===== config.mk =====
export PLATFORM = sky130hd
export DESIGN_NAME = hold_arbiter_flat
export DESIGN_NICKNAME = d
export VERILOG_FILES = /design/src/rtl/hold_arbiter_pkg.sv /design/src/rtl/hold_arbiter_if.sv /design/src/rtl/hold_arbiter_rr_pick.sv /design/src/rtl/hold_arbiter.sv /design/src/flat_wrapper.sv
export SDC_FILE = /design/constraint.sdc
export NUM_CORES = 1
export LEC_CHECK = 0
export ABC_AREA = 1
export BUFFER_PORTS_ARGS = -buffer_cell sky130_fd_sc_hd__buf_2
export CORE_MARGIN = 4
export CORE_UTILIZATION = 34
export CTS_CLUSTER_SIZE = 12
export DETAILED_ROUTE_END_ITERATION = 8
export GPL_ROUTABILITY_DRIVEN = 1
export PLACE_DENSITY = 0.54
export SLEW_MARGIN = 0
export SYNTH_ARGS = -nofsm -noshare
export SYNTH_HDL_FRONTEND = slang
export SYNTH_SLANG_ARGS = --single-unit
export TNS_END_PERCENT = 1

===== constraint.sdc =====
create_clock -name CLK -period 2.2 [get_ports CLK]
set_input_delay 0.22 -clock CLK [delete_from_list [all_inputs] [get_ports CLK]]
set_output_delay 0.22 -clock CLK [all_outputs]
set_load 0.05 [all_outputs]

===== src/rtl/hold_arbiter_pkg.sv =====
// Shared types and helpers for the CPU-HOLD bus-ownership arbiter.
package hold_arb_pkg;

    typedef enum logic [2:0] {
        IDLE,
        WAIT_ACK,
        GRANT,
        RELEASE,
        CPU_GAP
    } arb_state_e;

    // Width of a requester index; never below one bit.
    function automatic int idx_width(input int n);
        return (n <= 2) ? 1 : $clog2(n);
    endfunction

endpackage


===== src/rtl/hold_arbiter_if.sv =====
// Request/grant and CPU HOLD/HLDA handshake between the arbiter and the system.
interface hold_arbiter_if
    import hold_arb_pkg::*;
#(
    parameter int NREQ = 4
);
    logic [NREQ-1:0]            REQ;
    logic                       HLDA;
    logic                       HOLD;
    logic [NREQ-1:0]            GNT;
    logic [idx_width(NREQ)-1:0] OWNER;
    logic                       BUSY;

    modport master (
        input  REQ,
        input  HLDA,
        output HOLD,
        output GNT,
        output OWNER,
        output BUSY
    );

    modport slave (
        output REQ,
        output HLDA,
        input  HOLD,
        input  GNT,
        input  OWNER,
        input  BUSY
    );
endinterface


===== src/rtl/hold_arbiter_rr_pick.sv =====
// Combinational round-robin picker: first set request at or after ptr, wrapping.
module rr_pick
    import hold_arb_pkg::*;
#(
    parameter int NREQ = 4,
    localparam int IW  = idx_width(NREQ)
) (
    input  logic [NREQ-1:0] req,
    input  logic [IW-1:0]   ptr,
    output logic [IW-1:0]   winner,
    output logic            valid
);

    logic [NREQ-1:0] rot;
    logic [IW-1:0]   off;
    logic [IW:0]     sum;

    always_comb begin
        rot   = NREQ'({req, req} >> ptr);
        off   = '0;
        valid = 1'b0;
        // Descending scan so the smallest offset from ptr wins.
        for (int k = NREQ - 1; k >= 0; k--) begin
            if (rot[k]) begin
                off   = IW'(k);
                valid = 1'b1;
            end
        end
        sum = {1'b0, ptr} + {1'b0, off};
        if (sum >= (IW + 1)'(NREQ)) begin
            sum = sum - (IW + 1)'(NREQ);
        end
        winner = sum[IW-1:0];
    end

endmodule


===== src/rtl/hold_arbiter.sv =====
// Shares the 8088 bus between the CPU and NREQ external masters via HOLD/HLDA,
// with round-robin selection, bounded tenure and a guaranteed CPU gap.
module hold_arbiter
    import hold_arb_pkg::*;
#(
    parameter int NREQ       = 4,
    parameter int MAX_TENURE = 16,
    parameter int GAP        = 2
) (
    input logic          CLK,
    input logic          RESET,
    hold_arbiter_if.master bus
);

    localparam int IW  = idx_width(NREQ);
    localparam int TCW = $clog2(MAX_TENURE + 1);
    localparam int GCW = (GAP > 0) ? $clog2(GAP + 1) : 1;

    arb_state_e      state_q, state_d;
    logic            hold_q, hold_d;
    logic [NREQ-1:0] gnt_q, gnt_d;
    logic [IW-1:0]   owner_q, owner_d;
    logic            busy_q, busy_d;
    logic [IW-1:0]   ptr_q, ptr_d;
    logic [TCW-1:0]  tcnt_q, tcnt_d;
    logic [GCW-1:0]  gcnt_q, gcnt_d;

    logic [IW-1:0]   pick_idx;
    logic            pick_valid;
    logic [IW:0]     ptr_inc;
    logic [IW-1:0]   ptr_next;

    rr_pick #(.NREQ(NREQ)) u_pick (
        .req    (bus.REQ),
        .ptr    (ptr_q),
        .winner (pick_idx),
        .valid  (pick_valid)
    );

    assign ptr_inc  = {1'b0, pick_idx} + (IW + 1)'(1);
    assign ptr_next = (ptr_inc == (IW + 1)'(NREQ)) ? '0 : ptr_inc[IW-1:0];

    always_comb begin
        state_d = state_q;
        hold_d  = hold_q;
        gnt_d   = gnt_q;
        owner_d = owner_q;
        busy_d  = busy_q;
        ptr_d   = ptr_q;
        tcnt_d  = tcnt_q;
        gcnt_d  = gcnt_q;
        case (state_q)
            IDLE: begin
                if (|bus.REQ) begin
                    state_d = WAIT_ACK;
                    hold_d  = 1'b1;
                    busy_d  = 1'b1;
                end
            end
            WAIT_ACK: begin
                if (bus.HLDA) begin
                    if (pick_valid) begin
                        state_d = GRANT;
                        gnt_d   = NREQ'(1) << pick_idx;
                        owner_d = pick_idx;
                        ptr_d   = ptr_next;
                        tcnt_d  = '0;
                    end else begin
                        state_d = RELEASE;
                        hold_d  = 1'b0;
                    end
                end
            end
            GRANT: begin
                // Lost HLDA, withdrawn request and expired tenure all release alike.
                if (!bus.HLDA || !bus.REQ[owner_q] || tcnt_q == TCW'(MAX_TENURE - 1)) begin
                    state_d = RELEASE;
                    gnt_d   = '0;
                    hold_d  = 1'b0;
                end else begin
                    tcnt_d = tcnt_q + TCW'(1);
                end
            end
            RELEASE: begin
                if (!bus.HLDA) begin
                    if (GAP == 0) begin
                        state_d = IDLE;
                        busy_d  = 1'b0;
                    end else begin
                        state_d = CPU_GAP;
                        gcnt_d  = '0;
                    end
                end
            end
            CPU_GAP: begin
                if (gcnt_q == GCW'(GAP - 1)) begin
                    state_d = IDLE;
                    busy_d  = 1'b0;
                end else begin
                    gcnt_d = gcnt_q + GCW'(1);
                end
            end
            default: begin
                state_d = IDLE;
                hold_d  = 1'b0;
                gnt_d   = '0;
                busy_d  = 1'b0;
            end
        endcase
    end

    always_ff @(posedge CLK) begin
        if (RESET) begin
            state_q <= IDLE;
            hold_q  <= 1'b0;
            gnt_q   <= '0;
            owner_q <= '0;
            busy_q  <= 1'b0;
            ptr_q   <= '0;
            tcnt_q  <= '0;
            gcnt_q  <= '0;
        end else begin
            state_q <= state_d;
            hold_q  <= hold_d;
            gnt_q   <= gnt_d;
            owner_q <= owner_d;
            busy_q  <= busy_d;
            ptr_q   <= ptr_d;
            tcnt_q  <= tcnt_d;
            gcnt_q  <= gcnt_d;
        end
    end

    assign bus.HOLD  = hold_q;
    assign bus.GNT   = gnt_q;
    assign bus.OWNER = owner_q;
    assign bus.BUSY  = busy_q;

endmodule


===== src/flat_wrapper.sv =====
// flat-port wrapper written by rule: the top's interface ports become plain ports
module hold_arbiter_flat import hold_arb_pkg::*;
#(
    parameter int NREQ       = 4,
    parameter int MAX_TENURE = 16,
    parameter int GAP        = 2
)
  (CLK, RESET, bus_REQ, bus_HLDA, bus_HOLD, bus_GNT, bus_OWNER, bus_BUSY);
  hold_arbiter_if #(.NREQ(NREQ)) bus_i ();
  input logic CLK;
  input logic RESET;
  input wire logic [$bits(bus_i.REQ)-1:0] bus_REQ;
  input wire logic [$bits(bus_i.HLDA)-1:0] bus_HLDA;
  output wire logic [$bits(bus_i.HOLD)-1:0] bus_HOLD;
  output wire logic [$bits(bus_i.GNT)-1:0] bus_GNT;
  output wire logic [$bits(bus_i.OWNER)-1:0] bus_OWNER;
  output wire logic [$bits(bus_i.BUSY)-1:0] bus_BUSY;
  assign bus_i.REQ = bus_REQ;
  assign bus_i.HLDA = bus_HLDA;
  assign bus_HOLD = bus_i.HOLD;
  assign bus_GNT = bus_i.GNT;
  assign bus_OWNER = bus_i.OWNER;
  assign bus_BUSY = bus_i.BUSY;
  hold_arbiter #(.NREQ(NREQ), .MAX_TENURE(MAX_TENURE), .GAP(GAP)) u_core (.CLK(CLK), .RESET(RESET), .bus(bus_i));
endmodule

### Yosys cells after proc, flatten, opt, wreduce, memory -nomap -nowiden

Index checks and enable logic that the tools add are counted.

| cells by class | value |
|---|---|
| bitwise gates (word level) | 3 |
| add/sub/neg operators | 5 |
| reduce and logical (&&, ||, !) cells | 18 |
| eq/ne operators | 16 |
| mux-type cells | 37 |
| shift operators | 2 |
| order comparisons | 2 |

Operator list:

| cell | number |
|---|---|
| 2-bit two-way mux | 8 |
| 3-bit two-way mux | 5 |
| 5-bit two-way mux | 3 |
| 3-bit case mux with 5 select lines | 1 |
| 4-bit two-way mux | 3 |
| 4-bit case mux with 3 select lines | 1 |
| 1-bit two-way mux | 11 |
| 2-bit inequality test, second input constant | 5 |
| 5-bit case mux with 2 select lines | 1 |
| 5-bit AND reduction | 2 |
| 3-bit AND reduction | 3 |
| 2-bit by 1-bit inequality test with 1-bit output, second input constant | 4 |
| 4-bit AND reduction | 2 |
| 8-bit by 2-bit >> shifter with 4-bit output | 1 |
| 3-bit by 2-bit equality test with 1-bit output, second input constant | 2 |
| 3-bit equality test, second input constant | 2 |
| 3-bit OR reduction | 2 |
| 5-bit by 1-bit adder with 5-bit output, second input constant | 1 |
| 5-bit by 4-bit equality test with 1-bit output, second input constant | 1 |
| 1-bit case mux with 4 select lines | 1 |
| 2-bit case mux with 2 select lines | 1 |
| 2-bit nonzero test | 2 |
| 4-bit OR reduction | 1 |
| 1-bit by 2-bit left shift with 4-bit output, first input constant | 1 |
| 15 further kinds | 19 |

| storage, ports and cells | value |
|---|---|
| word-level logic and storage cells | 91 |
| register bits after elaboration | 20 |
| output and inout port bits | 8 |

### Longest topological paths before layout

| depth | value |
|---|---|
| depth in word-level cells | 12 |
| gate-level depth with buffers | 14 |

### Modules after synthesis

From an unflattened synthesis, not the netlist that was laid out.

| second synthesis, totals | value |
|---|---|
| cells, all modules | 208 |
| area total of the unflattened synthesis | 1293.7 um2 |

By module, submodules not included:

| module | area an instance (um2) | times used | cells each | sequential area each (um2) |
|---|---|---|---|---|
| hold_arbiter | 1128.6 | 1 | 173 | 400.4 |
| rr_pick | 165.2 | 1 | 35 | 0.0 |

### Worst setup path before layout

No wires, ideal clock.

| path | value |
|---|---|
| path type | reg-to-reg |
| start point | reg u_core.ptr_q[0] |
| end point | reg u_core.ptr_q[1] |
| setup time | 0.119 ns |
| required time | 2.081 ns |
| buffers on the path | 0 |
| slack | 0.223 ns |
| data arrival time | 1.857 ns |
| cell stages (with the launch flop) | 15 |
| cells stage by stage | dfxtp_1 > inv_2 > nand2_1 > nand3_1 > nand2_1 > nand3_1 > a21boi_0 > ha_1 > xnor2_1 > inv_1 > nand2_1 > nand2_2 > ha_1 > o21ai_0 > a21oi_1 |

| on the way | value |
|---|---|
| word-level cells in the longest chain between the ends | 11 |
| elaborated cells between the ends (all ways) | 17 |
| classes of those cells | add/sub: 3; order compare: 1; eq/ne: 1; shift: 1; mux: 10; reduce/logical: 1 |

RTL lines:

| element | line | RTL |
|---|---|---|
| from (decl) | hold_arbiter.sv:24 | `logic [IW-1:0] ptr_q, ptr_d;` |
| from (signal assigned) | hold_arbiter.sv:128 | `ptr_q <= ptr_d;` |
| 8-bit by 2-bit >> shifter with 4-bit output | hold_arbiter_rr_pick.sv:19 | `rot = NREQ'({req, req} >> ptr);` |
| 2-bit two-way mux (4 in series) | hold_arbiter_rr_pick.sv:24 | `if (rot[k]) begin` |
| 2-bit by 2-bit adder with 3-bit output (*) | hold_arbiter_rr_pick.sv:29 | `sum = {1'b0, ptr} + {1'b0, off};` |
| 3-bit greater-or-equal comparator / 2-bit by 1-bit subtractor with 2-bit output (equally long branches) | hold_arbiter_rr_pick.sv:30, hold_arbiter_rr_pick.sv:31 |  |
| 2-bit two-way mux (*) | hold_arbiter_rr_pick.sv:30 | `if (sum >= (IW + 1)'(NREQ)) begin` |
| 2-bit by 1-bit adder with 3-bit output (*) | hold_arbiter.sv:40 | `assign ptr_inc = {1'b0, pick_idx} + (IW + 1)'(1);` |
| 3-bit equality test | hold_arbiter.sv:41 | `assign ptr_next = (ptr_inc == (IW + 1)'(NREQ)) ? '0 : ptr_inc[IW-1:0];` |
| 2-bit two-way mux (*) | hold_arbiter.sv:41 |  |
| net u_core.ptr_next[1] | hold_arbiter.sv:31 | `logic [IW-1:0] ptr_next;` |

The timed path passes the listed nets; every way through them passes the cells marked *.
A chain may end at the register's enable or synchronous reset.

### Final worst setup path

Same ends and word-level chain as after synthesis.

==> results.json <==
{
  "status": "finished clean",
  "holdPathStages": 2,
  "vias_per_cell": 4.881,
  "finalNetCount": 210,
  "post-place-ws_ps": 27.98,
  "syn-instance-count": 181,
  "slew_headroom": 0.6880,
  "final_cell_mix": "nand2_1, nand3_1, dfxtp_1, nor2_1, inv_1",
  "grt-ovfl-total": 0,
  "slew_violations": 0,
  "final_cell_area_um2": 1456,
  "grt_pass1_vias": 1164,
  "grt_usage": 0.1265,
  "r2r_slack_ps": 150,
  "cp-end-kind": "flop",
  "cts-root-buf": "clkbuf_8",
  "min_path_type": "primary input to flop",
  "critPathLaunchType": "flop",
  "vdd_drop_max_mv": 0.5548,
  "cts_num_sinks": 20,
  "io_buffers": 14,
  "critPathMaxFanout": 6,
  "setup_viol": 0,
  "synth_area_um2": 1266,
  "min_period_over_period": 0.9309,
  "clockBufferDepth": 2,
  "htreeDepth": 1,
  "tightestPinTransition_ps": 464.4,
  "yosysWarnings": 0,
  "clock_skew_ps": 2.597,
  "final_util": 0.4199,
  "drive_gt1_frac": 0.2843,
  "syn_to_final_growth_pct": 15.02,
  "firstDrtPassIters": 5,
  "synth_top_flop_cell": "dfxtp_1",
  "worstPathArrival_ps": 2190,
  "fin_crit_ps": 2048,
  "dpl.hpwl_um": 2155,
  "r2r_cells": 14,
  "die_x_um": 69.03,
  "final_common_cell": "nand2_1",
  "initial_core_util": 0.3651,
  "grt_antenna_before_repair": 0,
  "route.antenna.remaining_nets": 0,
  "initialDrtViolationCount": 52,
  "cts_made_buffers": 3,
  "fmax_mhz": 488.3,
  "clk_pin_slew_ps": 70,
  "synthTopCellsByArea": "dfxtp_1, nand2_1, nand3_1",
  "ys_ff_latch": 20,
  "drv_cap": 0,
  "vias": 1186,
  "num_antenna_cells": 0,
  "yosys.area.top_type": "dfxtp_1",
  "ctsHoldBuffers": 0,
  "ys_seq_area_frac": 0.3162,
  "finalWorstSetupSlack_ps": 152.1,
  "row_count": 21,
  "wl_per_cell_um": 11.21,
  "coreArea_um2": 3468,
  "clock_latency_ps": 250,
  "grt_pass1_wl_um": 5023,
  "async_reset_ff_frac": 0,
  "dpl_cell_area_um2": 1379,
  "synth.avg_cell_area_um2": 6.996,
  "worst-setup-path-type": "flop to flop",
  "finalPower_w": 0.001770,
  "ioPinCount": 15,
  "synth_fp_nets": 193,
  "synth_cell_types": 30,
  "drc": 0,
  "required_ps": 2340,
  "die_h_um": 69.03,
  "grt_max_degree": 13,
  "cts_tree": "yes",
  "gp_congestion": 0.7563,
  "fp.dieArea_um2": 4764,
  "final-hold-violation-count": 0,
  "p_per_area_nw_per_um2": 1215,
  "wirelength_um": 2724,
  "synth_edf_count": 0,
  "power.static_leakage_nw": 0.6596,
  "yosys.area.top_type_share": 0.3162
}
-- kinds of logic after synthesis --
family | count (synthesis) | share of synthesized area
flops | 20 | 0.3162
compound gates | 30 | 0.1383
buf+inv | 30 | 0.09486
simple gates | 95 | 0.3943
fa+ha+maj | 5 | 0.04941
xor+xnor | 1 | 0.006918
-- power breakdown --
| part | switching, W | internal [W] | leakage, nW |
|---|---|---|---|
| registers | 0.0000820 | 0.000457 | 0.164 |
| clock network | 0.000119 | 0.000159 | 0.0288 |
| logic | 0.000637 | 0.000316 | 0.466 |
-- flip-flops by register name, summed over array words and instances (netlist names) --
name              flops
u_core.bus.HOLD       1
u_core.state_q        3
u_core.gcnt_q         2
u_core.bus.OWNER      2
u_core.bus.BUSY       1
u_core.ptr_q          2
u_core.bus.GNT        4
u_core.tcnt_q         5
-- repair_timing --
action,CTS,global route
buffers inserted,0,0
setup endpoints to repair,0,2
gates resized for setup,0,9
-- layer usage --
metal	part of all wire	up-vias	global-route usage	wire length (um)
met5	0	-	0	0
met4	0.0073	0	0.05206	20
met3	0.044	2	0.02471	121
met2	0.50	22	0.2119	1354
met1	0.45	540	0.1576	1227
li1	-	622	-	-
-- cell usage after synthesis (3+ instances only) --
library cell and count:
a21oi_1 15, dfxtp_1 20, ha_1 5, inv_1 16, inv_2 12, nand2_1 37, nand2_2 3, nand3_1 19
nand3_2 4, nor2_1 17, nor2_2 3, nor3_1 3, o21ai_1 7
-- path summary, 6_finish.rpt --
| path | startpoint | endpoint |
|---|---|---|
| min reg2reg | u_core.gcnt_q[1] | u_core.gcnt_q[1] |
| min | RESET | u_core.state_q[0] |
| max reg2reg | u_core.ptr_q[0] | u_core.ptr_q[1] |
| max | u_core.ptr_q[0] | u_core.ptr_q[1] |
-- final cells by class --
cell class / instances / area (um2)
Multi-Input combinational cell: 131 / 763.2
Clock buffer: 4 / 55.05
Sequential cell: 20 / 405.4
Tap cell: 46 / 57.56
Fill cell: 383 / 2012
Timing Repair Buffer: 14 / 70.07
Inverter: 28 / 105.1
-- through the flow --
step,TNS [ps],std cells,hold WS (ps)
after floorplan,0,181,380.9
final,0,243,303.9
after detailed placement,0,239,459.5
after global routing,-17.71,243,306.0
after global placement,0,239,452.9
after CTS,0,243,304.3
-- critical path: stages (launching register included) --
cell and delay (ps):
dfxtp_4 380, inv_2 60, nand2_1 80, nand3_1 80, nand2_1 100, nand3_1 70
a21boi_1 140, ha_2 210, xnor2_2 120, inv_1 70, nand2_2 90, nand2_2 70
ha_1 290, o21ai_1 130, a21oi_1 50
(Power assumes the default switching activity.)
